==> src/rtl/ddr2_sched_pkg.sv <==
// ddr2_sched_pkg: shared types, constants and buffer-rotation helper for the DDR2 line scheduler.
//   state_t       : scheduler FSM states
//   buf_t         : frame buffer index (0..NUM_BUFS-1)
//   next_free_buf : lowest buffer index equal to neither argument
package ddr2_sched_pkg;
  typedef enum logic [1:0] {IDLE, WR_BURST, RD_BURST, GAP} state_t;
  typedef logic [1:0] buf_t;
  localparam int NUM_BUFS = 3;
  function automatic buf_t next_free_buf(input buf_t a, input buf_t b);
    next_free_buf = '0;
    for (int i = NUM_BUFS - 1; i >= 0; i--)
      if (buf_t'(i) != a && buf_t'(i) != b) next_free_buf = buf_t'(i);
  endfunction
endpackage

==> src/rtl/ddr2_line_scheduler_if.sv <==
// ddr2_line_scheduler_if: requester, controller and frame-store signals of the line scheduler.
//   master : scheduler side (takes requests/beats, drives strobes, acks, buffer/line state)
//   slave  : environment side (capture, display and DDR2 controller)
interface ddr2_line_scheduler_if
  import ddr2_sched_pkg::*;
#(
  parameter int LINE_W = 11
);
  logic cap_line_req, cap_frame_end, cap_line_ack;
  logic disp_line_req, disp_frame_start, disp_urgent, disp_line_ack;
  logic ddr_wr_req, ddr_rd_req, ddr_wr_beat, ddr_rd_beat;
  buf_t wr_buf_sel, rd_buf_sel;
  logic [LINE_W-1:0] wr_line_idx, rd_line_idx;
  logic busy, timeout_err;
  modport master (
    input  cap_line_req, cap_frame_end, disp_line_req, disp_frame_start, disp_urgent,
    input  ddr_wr_beat, ddr_rd_beat,
    output cap_line_ack, disp_line_ack, ddr_wr_req, ddr_rd_req,
    output wr_buf_sel, rd_buf_sel, wr_line_idx, rd_line_idx, busy, timeout_err
  );
  modport slave (
    output cap_line_req, cap_frame_end, disp_line_req, disp_frame_start, disp_urgent,
    output ddr_wr_beat, ddr_rd_beat,
    input  cap_line_ack, disp_line_ack, ddr_wr_req, ddr_rd_req,
    input  wr_buf_sel, rd_buf_sel, wr_line_idx, rd_line_idx, busy, timeout_err
  );
endinterface

==> src/rtl/ddr2_burst_counter.sv <==
// ddr2_burst_counter: beat and beat-starvation counters for the active line burst.
//   clk, rst_n : clock, async active-low reset
//   active     : a burst is in progress (counters clear while low)
//   beat       : accepted pixel of the active direction
//   done       : this beat completes the line
//   timeout    : this cycle is the TIMEOUT_CYC-th consecutive cycle without a beat
module ddr2_burst_counter #(
  parameter int LINE_PIXELS = 1920,
  parameter int LINE_W      = 11,
  parameter int TIMEOUT_CYC = 65535
) (
  input  logic clk,
  input  logic rst_n,
  input  logic active,
  input  logic beat,
  output logic done,
  output logic timeout
);
  localparam int TO_W = $clog2(TIMEOUT_CYC + 1);
  logic [LINE_W-1:0] beat_cnt;
  logic [TO_W-1:0] idle_cnt;
  always_ff @(posedge clk or negedge rst_n) begin
    if (!rst_n) begin
      beat_cnt <= '0;
      idle_cnt <= '0;
    end else begin
      beat_cnt <= !active ? '0 : beat ? beat_cnt + LINE_W'(1) : beat_cnt;
      idle_cnt <= (!active || beat) ? '0 : idle_cnt + TO_W'(1);
    end
  end
  assign done    = active & beat & (beat_cnt == LINE_W'(LINE_PIXELS - 1));
  assign timeout = active & ~beat & (idle_cnt == TO_W'(TIMEOUT_CYC - 1));
endmodule

==> src/rtl/ddr2_line_scheduler.sv <==
// ddr2_line_scheduler: arbitrates capture writes and display reads onto one DDR2 line port
// and rotates a triple-buffered frame store.
//   clk, rst_n : clock, async active-low reset
//   bus        : ddr2_line_scheduler_if.master (requests, strobes, beats, acks, buffer/line state)
module ddr2_line_scheduler
  import ddr2_sched_pkg::*;
#(
  parameter int LINE_PIXELS = 1920,
  parameter int LINE_W      = 11,
  parameter int TIMEOUT_CYC = 65535
) (
  input logic clk,
  input logic rst_n,
  ddr2_line_scheduler_if.master bus
);
  state_t state, state_nx;
  logic first, wr_pend, rd_pend, rr_last, wr_fe_hold, rd_fs_hold;
  logic in_wr, in_rd, cnt_done, cnt_to, wr_end, rd_end;
  logic grant_wr, grant_rd, apply_wr, apply_rd;
  buf_t last_done, rd_buf_nx;

  assign in_wr = state == WR_BURST;
  assign in_rd = state == RD_BURST;
  // rr_last = 1 means the last contested grant went to the reader
  assign grant_rd = (state == IDLE) & rd_pend & (~wr_pend | bus.disp_urgent | ~rr_last);
  assign grant_wr = (state == IDLE) & wr_pend & ~grant_rd;
  assign wr_end = in_wr & (cnt_done | cnt_to);
  assign rd_end = in_rd & (cnt_done | cnt_to);
  // frame events are deferred while their own direction is mid-line
  assign apply_wr = (bus.cap_frame_end | wr_fe_hold) & (~in_wr | wr_end);
  assign apply_rd = (bus.disp_frame_start | rd_fs_hold) & (~in_rd | rd_end);
  // the writer picks its next buffer against the reader's post-update buffer
  assign rd_buf_nx = apply_rd ? last_done : bus.rd_buf_sel;

  ddr2_burst_counter #(
    .LINE_PIXELS(LINE_PIXELS),
    .LINE_W     (LINE_W),
    .TIMEOUT_CYC(TIMEOUT_CYC)
  ) u_cnt (
    .clk    (clk),
    .rst_n  (rst_n),
    .active (in_wr | in_rd),
    .beat   (in_wr ? bus.ddr_wr_beat : bus.ddr_rd_beat),
    .done   (cnt_done),
    .timeout(cnt_to)
  );

  always_ff @(posedge clk or negedge rst_n) begin
    if (!rst_n) begin
      state <= IDLE;
      first <= 1'b0;
    end else begin
      state <= state_nx;
      first <= grant_wr | grant_rd;
    end
  end

  always_comb begin
    state_nx = state;
    case (state)
      IDLE:     state_nx = grant_wr ? WR_BURST : grant_rd ? RD_BURST : IDLE;
      WR_BURST: state_nx = wr_end ? GAP : WR_BURST;
      RD_BURST: state_nx = rd_end ? GAP : RD_BURST;
      default:  state_nx = IDLE;
    endcase
  end

  always_comb begin
    bus.busy       = state != IDLE;
    bus.ddr_wr_req = in_wr & first;
    bus.ddr_rd_req = in_rd & first;
  end

  always_ff @(posedge clk or negedge rst_n) begin
    if (!rst_n) begin
      wr_pend           <= 1'b0;
      rd_pend           <= 1'b0;
      rr_last           <= 1'b1;
      wr_fe_hold        <= 1'b0;
      rd_fs_hold        <= 1'b0;
      last_done         <= '0;
      bus.wr_buf_sel    <= buf_t'(1);
      bus.rd_buf_sel    <= '0;
      bus.wr_line_idx   <= '0;
      bus.rd_line_idx   <= '0;
      bus.cap_line_ack  <= 1'b0;
      bus.disp_line_ack <= 1'b0;
      bus.timeout_err   <= 1'b0;
    end else begin
      // an aborted burst re-raises its requester for a retry
      wr_pend           <= ~grant_wr & (wr_pend | bus.cap_line_req | (in_wr & cnt_to));
      rd_pend           <= ~grant_rd & (rd_pend | bus.disp_line_req | (in_rd & cnt_to));
      rr_last           <= (state == IDLE && wr_pend && rd_pend) ? grant_rd : rr_last;
      wr_fe_hold        <= (bus.cap_frame_end | wr_fe_hold) & ~apply_wr;
      rd_fs_hold        <= (bus.disp_frame_start | rd_fs_hold) & ~apply_rd;
      bus.cap_line_ack  <= in_wr & cnt_done;
      bus.disp_line_ack <= in_rd & cnt_done;
      bus.timeout_err   <= bus.timeout_err | cnt_to;
      bus.wr_line_idx   <= apply_wr ? '0 : bus.wr_line_idx + LINE_W'(in_wr & cnt_done);
      bus.rd_line_idx   <= apply_rd ? '0 : bus.rd_line_idx + LINE_W'(in_rd & cnt_done);
      bus.rd_buf_sel    <= rd_buf_nx;
      last_done         <= apply_wr ? bus.wr_buf_sel : last_done;
      bus.wr_buf_sel    <= apply_wr ? next_free_buf(rd_buf_nx, bus.wr_buf_sel) : bus.wr_buf_sel;
    end
  end
endmodule

==> src/flat_wrapper.sv <==
// flat-port wrapper written by rule: the top's interface ports become plain ports
module ddr2_line_scheduler_flat import ddr2_sched_pkg::*;
#(
  parameter int LINE_PIXELS = 1920,
  parameter int LINE_W      = 11,
  parameter int TIMEOUT_CYC = 65535
)
  (clk, rst_n, bus_cap_line_req, bus_cap_frame_end, bus_disp_line_req, bus_disp_frame_start, bus_disp_urgent, bus_ddr_wr_beat, bus_ddr_rd_beat, bus_cap_line_ack, bus_disp_line_ack, bus_ddr_wr_req, bus_ddr_rd_req, bus_wr_buf_sel, bus_rd_buf_sel, bus_wr_line_idx, bus_rd_line_idx, bus_busy, bus_timeout_err);
  ddr2_line_scheduler_if #(.LINE_W(LINE_W)) bus_i ();
  input logic clk;
  input logic rst_n;
  input wire logic [$bits(bus_i.cap_line_req)-1:0] bus_cap_line_req;
  input wire logic [$bits(bus_i.cap_frame_end)-1:0] bus_cap_frame_end;
  input wire logic [$bits(bus_i.disp_line_req)-1:0] bus_disp_line_req;
  input wire logic [$bits(bus_i.disp_frame_start)-1:0] bus_disp_frame_start;
  input wire logic [$bits(bus_i.disp_urgent)-1:0] bus_disp_urgent;
  input wire logic [$bits(bus_i.ddr_wr_beat)-1:0] bus_ddr_wr_beat;
  input wire logic [$bits(bus_i.ddr_rd_beat)-1:0] bus_ddr_rd_beat;
  output wire logic [$bits(bus_i.cap_line_ack)-1:0] bus_cap_line_ack;
  output wire logic [$bits(bus_i.disp_line_ack)-1:0] bus_disp_line_ack;
  output wire logic [$bits(bus_i.ddr_wr_req)-1:0] bus_ddr_wr_req;
  output wire logic [$bits(bus_i.ddr_rd_req)-1:0] bus_ddr_rd_req;
  output wire logic [$bits(bus_i.wr_buf_sel)-1:0] bus_wr_buf_sel;
  output wire logic [$bits(bus_i.rd_buf_sel)-1:0] bus_rd_buf_sel;
  output wire logic [$bits(bus_i.wr_line_idx)-1:0] bus_wr_line_idx;
  output wire logic [$bits(bus_i.rd_line_idx)-1:0] bus_rd_line_idx;
  output wire logic [$bits(bus_i.busy)-1:0] bus_busy;
  output wire logic [$bits(bus_i.timeout_err)-1:0] bus_timeout_err;
  assign bus_i.cap_line_req = bus_cap_line_req;
  assign bus_i.cap_frame_end = bus_cap_frame_end;
  assign bus_i.disp_line_req = bus_disp_line_req;
  assign bus_i.disp_frame_start = bus_disp_frame_start;
  assign bus_i.disp_urgent = bus_disp_urgent;
  assign bus_i.ddr_wr_beat = bus_ddr_wr_beat;
  assign bus_i.ddr_rd_beat = bus_ddr_rd_beat;
  assign bus_cap_line_ack = bus_i.cap_line_ack;
  assign bus_disp_line_ack = bus_i.disp_line_ack;
  assign bus_ddr_wr_req = bus_i.ddr_wr_req;
  assign bus_ddr_rd_req = bus_i.ddr_rd_req;
  assign bus_wr_buf_sel = bus_i.wr_buf_sel;
  assign bus_rd_buf_sel = bus_i.rd_buf_sel;
  assign bus_wr_line_idx = bus_i.wr_line_idx;
  assign bus_rd_line_idx = bus_i.rd_line_idx;
  assign bus_busy = bus_i.busy;
  assign bus_timeout_err = bus_i.timeout_err;
  ddr2_line_scheduler #(.LINE_PIXELS(LINE_PIXELS), .LINE_W(LINE_W), .TIMEOUT_CYC(TIMEOUT_CYC)) u_core (.clk(clk), .rst_n(rst_n), .bus(bus_i));
endmodule
==> config.mk <==
export PLATFORM = sky130hd
export DESIGN_NAME = ddr2_line_scheduler_flat
export DESIGN_NICKNAME = d
export VERILOG_FILES = /design/src/rtl/ddr2_sched_pkg.sv /design/src/rtl/ddr2_line_scheduler_if.sv /design/src/rtl/ddr2_burst_counter.sv /design/src/rtl/ddr2_line_scheduler.sv /design/src/flat_wrapper.sv
export SDC_FILE = /design/constraint.sdc
export NUM_CORES = 1
export LEC_CHECK = 0
export CORE_MARGIN = 2
export CORE_UTILIZATION = 45
export DETAILED_ROUTE_END_ITERATION = 16
export GPL_ROUTABILITY_DRIVEN = 0
export GPL_TIMING_DRIVEN = 1
export PLACE_DENSITY = 0.67
export SETUP_SLACK_MARGIN = 0.3
export SYNTH_ARGS = -nofsm -noshare
export SYNTH_HDL_FRONTEND = slang
export SYNTH_SLANG_ARGS = --single-unit
==> constraint.sdc <==
create_clock -name clk -period 7.35 [get_ports clk]
set_clock_uncertainty 0.05 [all_clocks]
set_input_delay 1.47 -clock clk [delete_from_list [all_inputs] [get_ports clk]]
set_output_delay 1.47 -clock clk [all_outputs]
set_load 0.02 [all_outputs]
; ---- Word level (Yosys, flattened, before mapping)
; Cells that the tools add are included.
[totals]
in_bits = 9
regBits = 66
out_inout_bits = 32
wordCells = 103
[op_classes]
n_eq_ne = 9
n_mux = 15
bitwise = 47
n_addsub = 4
n_reduce_logical = 11
[op_table]
columns = operator, n
row1 = $mux 11, 4
row2 = $and 1x1->1, 24
row3 = $add 11x11->11, 2
row4 = $add 16x1->16 const B, 1
row5 = $eq 16x16->1 const B, 1
row6 = $mux 16, 1
row7 = $mux 2, 7
row8 = $or 1x1->1, 14
row9 = $add 11x1->11 const B, 1
row10 = $eq 11x11->1 const B, 1
row11 = $not 1->1, 9
row12 = $pmux 2 s3, 1
row13 = $reduce_bool 2->1, 3
row14 = $logic_and 1x1->1, 5
row15 = $ne 1x2->1 const A, 2
row16 = $ne 2x2->1 const A, 2
row17 = $eq 2x1->1 const B, 1
row18 = $eq 2x2->1 const B, 1
row19 = $logic_not 2->1, 1
row20 = $mux 1, 2
row21 = $ne 2x2->1 const B, 1
row22 = $logic_not 1->1, 1
row23 = $logic_or 1x1->1, 1

; ---- Longest topological paths before layout
[depth]
depth_word = 15
mapped_depth = 11
depth_no_buf = 10

; ---- Modules after synthesis
; Synthesis repeated with hierarchy kept, for this count alone.
[unflattened]
cells_unflattened = 316
hier_area_um2 = 3228.1
[by_module_without_submodules]
columns = module, area_each_um2, seq_area_each_um2, instances, cells_each
row1 = ddr2_line_scheduler, 1856.8, 978.4, 1, 175
row2 = ddr2_burst_counter, 1371.3, 675.6, 1, 141

; ---- Worst setup path after synthesis
; Ideal clock, no wire load.
[synth_timing]
path_kind = input port to flip-flop
startpoint = in bus_ddr_rd_beat
endpoint = reg u_core.bus.wr_line_idx[10]
setup_time_ps = 77
arrival_time_ps = 3183
setup_slack_ps = 4039
t_required_ps = 7223
path_stages = 8
path_buffers = 0
path_cell_list = mux2i_2 nor4_4 and2_1 ha_1 ha_1 nand3_1 or3_1 a21oi_1
[synth_between]
elab_chain_len = 9
word_cells_on_any_way = 13
classes_between = add/sub (1) / mux (2) / bitwise (10)
[synth_rtl]
columns = item, line_no
row1 = from (decl), flat_wrapper.sv:18  ; input wire logic [$bits(bus_i.ddr_rd_beat)-1:0] bus_ddr_rd_beat;
row2 = $mux 1 *, ddr2_line_scheduler.sv:43  ; .beat (in_wr ? bus.ddr_wr_beat : bus.ddr_rd_beat),
row3 = branches (longest 7 deep; another with $add 11x11->11), --
row4 = $mux 11 *, ddr2_line_scheduler.sv:99  ; bus.wr_line_idx <= apply_wr ? '0 : bus.wr_line_idx + LINE_W'(in_wr & cnt_done);
row5 = to (signal assigned), ddr2_line_scheduler.sv:99
row6 = to (decl), ddr2_line_scheduler_if.sv:19  ; output wr_buf_sel, rd_buf_sel, wr_line_idx, rd_line_idx, busy, timeout_err
; Mark *: on every way between the ends.
; A chain may end at the register's enable or synchronous reset.

; ---- Worst setup path after layout
; Same ends and word-level chain as after synthesis.

==> reports/results.ini <==
[synthesis]
synth_most_common_cell = dfrtp_1
syn_nets = 331
ys_async_sr_fraction_pct = 100
syn_avg_cell_area_um2 = 10.4
yosys-top-cells-count = dfrtp_1 (64), nor2_1 (45), nand3_1 (26), xor2_1 (26), nand2_1 (17)
yosysTopAreaCell = dfrtp_1
syn-instance-count = 311
yosysWarnings = 0
synth_seq_cells = 66
synth_top_flop_cell = dfrtp_1
synth.top_cell.area_share_pct = 49.4
ys_top_cells_by_area = dfrtp_1 (49%), xor2_1 (7.0%), nor2_1 (5.2%), ha_1 (4.2%), nand3_1 (4.0%)
synth_cell_types = 44
synth_area_mm2 = 0.00324
synth_edf_count = 0
seq_area_frac_synth_pct = 51.0

[worst_setup_path]
worst_path_max_delay_cell = nor4_4
worstPathArrival_ns = 3.94
crit_family = simple AND/OR/NAND/NOR gates
crit_chain = clkdlybuf4s50_1, mux2i_2, nor4_4, and2_1, ha_1, ha_1, nand3_1, or3_1, a21oi_1
worst_setup_path_end_kind = flip-flop
cp_num_buf_inv = 1
crit_path_max_fanout = 7
slowest_delay_ns = 0.50
cp.required_ns = 7.56
critPathKind = input pin to flip-flop
r2r_slack_ns = 4.20
crit_path_start_kind = input pin
cp_common_cell = ha_1

[global_routing]
use_met3_pct = 3.60
grt_pass1_wl_mm = 10.1
antenna_found_initial = 0
first_global_vias = 2277
grt_overflow = 0
gr-usage-met2_pct = 26.3
grt_use_total_pct = 16.7
grt_max_degree = 67
gr-max-usage-layer = met2
use_met1_pct = 22.0

[placed_design]
port_buffers = 40
pre_cts_ws_ns = 3.26
dp_hpwl_mm = 4.11
dpl_cell_area_mm2 = 0.00374
dp.cells = 443

[route]
drt_iter0_drc = 106
ant_nets = 0
vias = 2308
wl_per_cell_um = 12.9
routed_wl_mm = 5.91
drc = 0
first_pass_iters = 4
via_per_inst = 5.03

[cells_and_area]
nets = 378
drive_gt1_share_pct = 8.26
antenna_cells = 0
fin_cells = 459
finish.utilization_pct = 57.7
area_delta_synth_final_pct = 22.1
fin_area_mm2 = 0.00396

[sta]
fmax_ghz = 0.268
hold_ws_ns = 0.420
hold_viol = 0
setup_viol = 0
period_needed_ns = 3.73
fin_ws_ns = 3.62
fin_setup_tns_ns = 0
max_slew_margin_pct = 45.8
rsz0062_at_grt = false
fin_crit_sh_pct = 50.7
worstMarginPinSlew_ns = 0.813
finalMaxSlewViolations = 0

[floorplanning]
core_area_mm2 = 0.00687
die_area_mm2 = 0.00790
num_rows = 30
io_pins = 41
start_util_pct = 47.2
fp.dieH_um = 88.9
die_w_um = 88.9

[clock_network]
cts_resized = 0
cts_made_buffers = 9
clock-sinks = 66
ctsHtreeMaxLevel = 3
clockBufferDepth = 2
cts_hold_buf = 0
clock_latency_ns = 0.34
cts_root_buffer = clkbuf_8
postCtsSetupBuffers = 0
cts_tree = built
clkSlewWorstSetupHoldPaths_ns = 0.07

[pwr]
clock_power_share_pct = 39.8
vdd_drop_max_v = 0.000128
power.total_mw = 0.862
intPower_mw = 0.650
power_density_mw_per_mm2 = 218
pwr-share-comb_pct = 10.8
switching_power_mw = 0.211
pwr-share-seq_pct = 49.4
p_leak_nw = 1.76
p_sw_share_pct = 24.5

[job]
drv_cap = 0

[run_status]
status = completed

[hold_path]
hold_class = flip-flop to flip-flop

-- flip-flops by register name, indices dropped and copies added, names as in the netlist, 2 cells and up --
register and cells:
u_core.last_done 2, u_core.u_cnt.beat_cnt 11, u_core.bus.rd_line_idx 11, u_core.u_cnt.idle_cnt 16, u_core.bus.rd_buf_sel 2, u_core.bus.wr_buf_sel 2, u_core.bus.wr_line_idx 11, u_core.state 2
-- power groups by stage --
stage	registers [mW]	clock network, mW	logic, mW
6_report	0.425	0.343	0.0935
5_1_grt	0.430	0.365	0.106
4_1_cts	0.425	0.352	0.0949
3_5_place_dp	0.431	0	0.0948
3_3_place_gp	0.431	0	0.0927
2_1_floorplan	0.429	0	0.0603
-- routing by layer --
| metal | share of wire, % | wire length, um |
|---|---|---|
| met5 | 0 | 0 |
| met3 | 4.7 | 279 |
| met4 | 1.7 | 98 |
| met1 | 48 | 2830 |
| met2 | 46 | 2700 |
-- area by class of cell --
| class | instances | area, um2 |
|---|---|---|
| tap | 96 | 120 |
| clock inverter | 2 | 60.1 |
| clock buffer | 14 | 163 |
| timing repair buffer | 41 | 403 |
| sequential | 66 | 1650 |
| multi-input combinational | 230 | 1520 |
| inverter | 10 | 37.5 |
| fill | 619 | 2910 |
-- worst register-to-register path: cells and delay by family (launching register included) --
| kind | cells | cell delay [ns] |
|---|---|---|
| and+or+nand+nor | 4 | 1.21 |
| buffers and inverters | 1 | 0.09 |
| DFF | 1 | 0.40 |
| muxes | 1 | 0.21 |
| AOI/OAI and AO/OA | 1 | 0.15 |
| adders and majority gates | 3 | 0.96 |
-- kinds of logic after synthesis --
group                    count (synthesis)  synth area share [%]
buffers and inverters                   15                  2.04
XOR/XNOR                                37                  9.99
AND/OR/NAND/NOR                        145                  23.8
AO/OA/AOI/OAI                           32                  6.98
adder cells (fa/ha/maj)                 11                  4.24
flip-flops                              66                  51.0
multiplexers                             5                  1.89
-- worst paths after layout --
check,startpoint,endpoint,cells after the start
setup reg to reg,u_core.state[1],u_core.bus.wr_line_idx[10],10
max in group asynchronous,rst_n,u_core.u_cnt.idle_cnt[1],2
hold / removal,u_core.bus.timeout_err,u_core.bus.timeout_err,1
setup / recovery,bus_ddr_rd_beat,u_core.bus.wr_line_idx[10],9
hold reg to reg,u_core.bus.timeout_err,u_core.bus.timeout_err,1
min in group asynchronous,rst_n,u_core.bus.wr_line_idx[5],2
-- cell usage in the layout, fill, tap and decap left out, types with 3 or more instances in the layout --
cell type	n
nor2b_1	6
a21oi_1	6
o21ai_0	7
dfrtp_1	64
and2_1	15
nand4_1	8
a211oi_1	6
xnor2_1	11
clkbuf_8	11
ha_1	11
nand2_1	17
inv_1	10
nor2_1	45
clkbuf_1	3
nand3_1	26
xor2_1	26
or3_1	7
a21boi_0	3
and3_1	8
or2_2	3
clkdlybuf4s50_1	39
Note: power is estimated with default switching activity, not from simulation.
